`src/rtl/sync_fifo_flags.sv`:
```
// rtl/sync_fifo_flags.sv - parametrised synchronous FIFO with level, threshold and sticky error flags
//
// Purpose: byte-oriented FIFO between the UART/command front-end and its
// consumers. It provides programmable almost-full/almost-empty thresholds,
// a level output, sticky overflow/underflow flags, a synchronous flush, and
// either show-ahead (FWFT=1) or registered (FWFT=0) read data.
//
// Ports:
//   clk           rising-edge clock
//   reset         asynchronous, active-high reset
//   flush         synchronous clear of contents (pointers, level, data_valid)
//   write_en      write request; accepted when not full
//   data_in       write data
//   read_en       read request; accepted when not empty
//   data_out      read data (show-ahead or registered, see FWFT)
//   data_valid    data_out holds a valid word
//   full          level == DEPTH
//   empty         level == 0
//   almost_full   level >= AFULL_THRESH
//   almost_empty  level <= AEMPTY_THRESH
//   level         number of stored words
//   overflow      sticky: a write was rejected because the FIFO was full
//   underflow     sticky: a read was rejected because the FIFO was empty
//   clear_errors  synchronous clear of overflow and underflow

module sync_fifo_flags #(
  parameter int DATA_WIDTH    = 8,
  parameter int DEPTH         = 16,
  parameter int AFULL_THRESH  = DEPTH - 2,
  parameter int AEMPTY_THRESH = 2,
  parameter int FWFT          = 1
) (
  input  logic                       clk,
  input  logic                       reset,
  input  logic                       flush,
  input  logic                       write_en,
  input  logic [DATA_WIDTH-1:0]      data_in,
  input  logic                       read_en,
  output logic [DATA_WIDTH-1:0]      data_out,
  output logic                       data_valid,
  output logic                       full,
  output logic                       empty,
  output logic                       almost_full,
  output logic                       almost_empty,
  output logic [$clog2(DEPTH):0]     level,
  output logic                       overflow,
  output logic                       underflow,
  input  logic                       clear_errors
);

  localparam int AW = $clog2(DEPTH);
  localparam int LW = AW + 1;

  localparam logic [LW-1:0] ONE     = LW'(1);
  localparam logic [LW-1:0] FULL_LV = LW'(DEPTH);
  localparam logic [LW-1:0] AF_LV   = LW'(AFULL_THRESH);
  localparam logic [LW-1:0] AE_LV   = LW'(AEMPTY_THRESH);

  logic [DATA_WIDTH-1:0] mem [DEPTH];
  logic [LW-1:0]         wr_ptr;
  logic [LW-1:0]         rd_ptr;
  logic [LW-1:0]         level_q;
  logic                  wr_ok;
  logic                  rd_ok;

  assign level        = level_q;
  assign full         = (level_q == FULL_LV);
  assign empty        = (level_q == '0);
  assign almost_full  = (level_q >= AF_LV);
  assign almost_empty = (level_q <= AE_LV);

  // Acceptance looks only at registered flags, so a same-cycle read never
  // frees room for a write and a same-cycle write never bypasses into a read.
  // Flush wins over both requests.
  assign wr_ok = write_en && !full  && !flush;
  assign rd_ok = read_en  && !empty && !flush;

  always_ff @(posedge clk or posedge reset) begin
    if (reset) begin
      wr_ptr  <= '0;
      rd_ptr  <= '0;
      level_q <= '0;
    end else if (flush) begin
      wr_ptr  <= '0;
      rd_ptr  <= '0;
      level_q <= '0;
    end else begin
      if (wr_ok) wr_ptr <= wr_ptr + ONE;
      if (rd_ok) rd_ptr <= rd_ptr + ONE;
      case ({wr_ok, rd_ok})
        2'b10:   level_q <= level_q + ONE;
        2'b01:   level_q <= level_q - ONE;
        default: level_q <= level_q;
      endcase
    end
  end

  // Error flags: a rejected request in the same cycle as clear_errors keeps
  // the flag set. Requests swallowed by flush are not errors.
  always_ff @(posedge clk or posedge reset) begin
    if (reset) begin
      overflow  <= 1'b0;
      underflow <= 1'b0;
    end else begin
      if (write_en && full && !flush) overflow <= 1'b1;
      else if (clear_errors)          overflow <= 1'b0;
      if (read_en && empty && !flush) underflow <= 1'b1;
      else if (clear_errors)          underflow <= 1'b0;
    end
  end

  // Storage is deliberately not reset.
  always_ff @(posedge clk) begin
    if (wr_ok) mem[wr_ptr[AW-1:0]] <= data_in;
  end

  generate
    if (FWFT != 0) begin : g_fwft
      // Show-ahead: head word is visible combinationally; forced to zero when
      // empty so data_out reads as 0 out of reset.
      assign data_out   = empty ? '0 : mem[rd_ptr[AW-1:0]];
      assign data_valid = !empty;
    end else begin : g_reg
      logic [DATA_WIDTH-1:0] dout_q;
      logic                  dvalid_q;

      // Registered read: one-cycle latency, data_out holds until the next
      // accepted read; flush only drops the valid strobe.
      always_ff @(posedge clk or posedge reset) begin
        if (reset) begin
          dout_q   <= '0;
          dvalid_q <= 1'b0;
        end else if (flush) begin
          dvalid_q <= 1'b0;
        end else begin
          dvalid_q <= rd_ok;
          if (rd_ok) dout_q <= mem[rd_ptr[AW-1:0]];
        end
      end

      assign data_out   = dout_q;
      assign data_valid = dvalid_q;
    end
  endgenerate

endmodule

```
`config.mk`:
```
export PLATFORM = sky130hd
export DESIGN_NAME = sync_fifo_flags
export DESIGN_NICKNAME = d
export VERILOG_FILES = /design/src/rtl/sync_fifo_flags.sv
export SDC_FILE = /design/constraint.sdc
export NUM_CORES = 1
export LEC_CHECK = 0
export CAP_MARGIN = 10
export CORE_MARGIN = 2
export CORE_UTILIZATION = 59
export DETAILED_ROUTE_END_ITERATION = 10
export GPL_ROUTABILITY_DRIVEN = 1
export PLACE_DENSITY = 0.79
export SYNTH_ARGS = -nofsm -noshare
export SYNTH_HDL_FRONTEND = slang
export SYNTH_SLANG_ARGS = --single-unit
```
`constraint.sdc`:
```
create_clock -name clk -period 2.95 [get_ports clk]
set_input_delay 0.295 -clock clk [delete_from_list [all_inputs] [get_ports clk]]
set_output_delay 0.295 -clock clk [all_outputs]
set_load 0.1 [all_outputs]
```
# After elaboration in Yosys (flattened, before gate mapping)
# Memory sizes are Yosys's and may differ from the RTL's.
# Cells that the tools add are included.
# Widths: inputs -> output; s select.
[word_totals] n_memories=1 mem_bits_rw=128 output_inout_bits=20 inputBits=14 register_bits=17
[memory_table] memory="mem" depth=16 width=8 rd=1 rd_clocked_by_memory_dff=0 write_ports=1 line_no="59" text="logic [DATA_WIDTH-1:0] mem [DEPTH];"
[op_classes] reduce_logical=17 mux=12 add_sub_neg=4 n_eq_ne=3 n_lt_le_gt_ge=2
[op_table] operator="$mux 5" n=5
[op_table] operator="$add 5x1->5 const B" n=3
[op_table] operator="$pmux 5 s2" n=1
[op_table] operator="$logic_and 1x1->1" n=8
[op_table] operator="$mux 8" n=1
[op_table] operator="$reduce_bool 2->1" n=4
[op_table] operator="$eq 5x5->1 const B" n=1
[op_table] operator="$ge 5x4->1 const B" n=1
[op_table] operator="$le 5x2->1 const B" n=1
[op_table] operator="$logic_not 5->1" n=1
[op_table] operator="$mux 1" n=5
[op_table] operator="$sub 5x1->5 const B" n=1
[op_table] operator="$logic_not 1->1" n=3
[op_table] operator="$reduce_bool 3->1" n=1
[op_table] operator="$eq 2x1->1 const B" n=1
[op_table] operator="$eq 2x2->1 const B" n=1

# Logic depth before layout (Yosys ltp)
[depth] word_depth=7 depth_mapped=10

# Least setup slack after synthesis
# OpenSTA, ideal clock, no wires.
[synth_timing] path_kind="reg-to-output" from="reg level_q[2] (netlist: level[2])" to="out almost_empty" slack_ps=-3102 n_path_buf=1 arrival_ps=5757 stages_incl_launch_ff=3 path_cell_list="dfrtp_1 -> buf_2 -> a2111oi_0"
[synth_between] elab_chain_len=1
[synth_lines] item="start: declaration" line_no="62" text="logic [LW-1:0] level_q;"
[synth_lines] item="start signal: assignment" line_no="91" text="2'b10: level_q <= level_q + ONE;"
[synth_lines] item="start signal: assignment" line_no="92" text="2'b01: level_q <= level_q - ONE;"
[synth_lines] item="start signal: assignment" line_no="93" text="default: level_q <= level_q;"
[synth_lines] item="$le 5x2->1" line_no="70" text="assign almost_empty = (level_q <= AE_LV);"
[synth_lines] item="end: declaration" line_no="44" text="output logic almost_empty,"
# No other way between the ends.

# Worst setup path in the final report
[layout_timing] from="reg rd_ptr[0]" to="out data_out[4]"
[layout_between] elab_chain_len=2
[layout_lines] item="start: declaration" line_no="61" text="logic [LW-1:0] rd_ptr;"
[layout_lines] item="start signal: assignment" line_no="89" text="if (rd_ok) rd_ptr <= rd_ptr + ONE;"
[layout_lines] item="$mem_v2 16x8"
[layout_lines] item="$mux 8" line_no="121" text="assign data_out = empty ? '0 : mem[rd_ptr[AW-1:0]];"
[layout_lines] item="end: declaration" line_no="39" text="output logic [DATA_WIDTH-1:0] data_out,"
# No other way between the ends.

==> flow_summary.yaml <==
clock_tree:
  cts.sinks: 143
  cts-hold-fix-buffers: 0
  cts_root_buf: "clkbuf_8"
  cts_max_path_buffers: 2
  clkTransAtPathRegs_ns: 0.07
  htree_num_levels: 4
  clock_latency_ns: 0.53
  cts_tree: "done"
  cts-buffers-inserted: 17
critical_path:
  r2r_cells: 9
  critPathCaptureType: "primary output"
  critPathKind: "reg2out"
  r2r_end: "level[4]"
  crit_fanout: 4
  critPathArrivalTime_ns: 2.61
  worst_path_largest_cell_delay_ns: 0.55
  crit-reg2reg-launch: "level[1]"
  cp-startpoint: "rd_ptr[0]"
  slowest_stage: "mux4_2"
  critPathLaunchType: "register"
  cp-endpoint: "data_out[4]"
  ff2ff_setup_slack_ns: 0.14
  required_ns: 2.65
  crit_chain: "buf_12, clkbuf_16, mux4_2, mux4_2, and2_4, buf_12"
placement:
  routabilityCongestion: 0.922
  dp_slack_ns: 0.153
  io_buffers: 33
  dp_cells: 486
  place_hpwl_um: 7400
pwr:
  p_sw_frac: 0.386
  vdd_drop_max_mv: 0.717
  pwr-share-seq: 0.288
  p_per_area_nw_per_um2: 1120
  netSwitchingPower_mw: 3.25
  leakage_nw: 2.56
  combPwrFrac: 0.441
  internal-power_mw: 5.17
  clkPwrFrac: 0.271
timing:
  timing.fmax_ghz: 0.344
  clock_skew_ns: 0.00834
  setup_viol: 0
  finalHoldViolations: 0
  timing.hold.ws_ns: 0.140
  layout_min_cycle_time_ns: 2.91
  worst_pin_slew_ns: 0.823
  relSlewSlack: 0.451
  fin_crit_sh: 0.986
  finalMaxSlewViolations: 0
  rsz0062_at_grt: "yes"
  final.setup.worst_slack_ns: 0.0415
floorplan:
  core_area_um2: 9770
  die_w_um: 104
  die_h_um: 104
  io_pins: 34
  fp-row-count: 36
  initial_utilization: 0.605
  die_area_um2: 10800
drt:
  post_drt_wl_per_cell_um: 25.3
  postRouteAntennaNets: 0
  drt-pass1-iter-count: 5
  detail_route.iter0.violations: 335
  vias: 3262
  routed_wl_um: 13500
  drc: 0
  vias_per_cell: 6.13
cells_and_area:
  syn2layout_area_growth_pct: 26.7
  drive_gt1_frac: 0.386
  final_cell_mix: "edfxtp_1, mux4_2, buf_4, nor2_1, clkbuf_16"
  final_nets: 407
  final_common_cell: "edfxtp_1"
  n_antenna_cell: 0
  stdcell_count: 532
min_path:
  hp-class: "in2async"
grt:
  track_usage: 0.263
  grt_pass1_wl_um: 20200
  grt-ovfl-total: 0
  antenna_found_initial: 0
  grt_max_degree: 36
  grt_pass1_vias: 3355
synth:
  synth_area_um2: 5920
  synth_edf_count: 128
  synth_fp_nets: 337
  yosysSeqAreaShare: 0.713
  ys_ff_latch: 143
  yosys.cell_types.count: 39
  async_flop_share: 0.105
  syn_area_per_cell_um2: 18.7
  ys_warn_count: 0
  synth-main-ff-cell: "edfxtp_1"
  syn_inst: 316
job:
  cap_violations: 0
status:
  status: "finished, final reports clean"
-- worst min path at each step --
stage	startpoint	end	slack, ns	depth (start not counted)
after floorplan	reset	overflow	0.20	1
after global placement	overflow	overflow	0.52	2
after detailed placement	overflow	overflow	0.53	2
after CTS	reset	rd_ptr[3]	0.14	2
after global routing	reset	level[0]	0.18	2
final	reset	rd_ptr[3]	0.14	2
-- synth_stat cells (5+ instances only) --
cell type | number | area share
nor3_1 | 5 | 0.0042
xor2_1 | 6 | 0.0089
edfxtp_1 | 128 | 0.65
dfrtp_1 | 15 | 0.063
inv_1 | 7 | 0.0044
and2_1 | 8 | 0.0085
ha_1 | 7 | 0.015
nand2b_1 | 5 | 0.0053
nand2_1 | 14 | 0.0089
nor2_1 | 27 | 0.017
clkbuf_1 | 8 | 0.0051
buf_2 | 6 | 0.0051
a21oi_1 | 5 | 0.0042
mux4_2 | 40 | 0.15
-- final cells by class --
class	count	area [µm²]
sequential	143	4230
fill	542	2280
multi-input combinational	149	1650
timing repair buffer	68	787
clock buffer	17	414
clock inverter	15	219
tap	133	166
inverter	7	30.0
-- sequential cells by signal (all words and copies together), names as in the netlist --
| signal | cells |
|---|---|
| level | 5 |
| mem | 128 |
| overflow | 1 |
| rd_ptr | 4 |
| underflow | 1 |
| wr_ptr | 4 |
-- metrics by stage --
stage,instance area (µm²),utilization,setup TNS [ns],power (mW)
2_1_floorplan,5980,-,0,4.80
3_3_place_gp,6640,0.679,0,5.71
3_5_place_dp,6640,0.679,0,5.74
4_1_cts,7350,0.752,0,8.17
5_1_grt,7500,0.767,-0.0473,8.68
6_report,7500,0.767,0,8.42
-- kinds of logic after synthesis --
kind of cell | count (synthesis) | share of synthesized area
DFF | 143 | 0.713
and+or+nand+nor | 72 | 0.0588
muxes | 43 | 0.158
buffers and inverters | 24 | 0.0184
AOI/OAI and AO/OA | 20 | 0.0269
xor gates and xnor gates | 7 | 0.0104
adders and majority gates | 7 | 0.0148
-- critical path: cells and delay by family, from the launching register on --
kind / cells / cell delay (ns)
AND/OR/NAND/NOR: 1 / 0.18
flip-flops: 1 / 0.41
buffers and inverters: 3 / 0.45
multiplexers: 2 / 1.03
-- per-layer routing --
metal | share of wire | track usage
met5 | 0 | 0
met1 | 0.37 | 0.340
met4 | 0.019 | 0.0907
met2 | 0.52 | 0.423
met3 | 0.091 | 0.0890
-- power by group through the flow --
stage          combinational (mW)  clock, mW  sequential [mW]
2_1_floorplan                2.12          0             2.68
3_3_place_gp                 3.26          0             2.45
3_5_place_dp                 3.28          0             2.47
4_1_cts                      3.46       2.29             2.43
5_1_grt                      3.86       2.38             2.43
6_report                     3.72       2.28             2.42
-- repair_timing --
action,CTS,global route
resized for setup,2,10
cloned,2,3
buffers inserted,2,7
pin swaps,0,2
setup endpoints to repair,8,9
(Power assumes the default switching activity.)
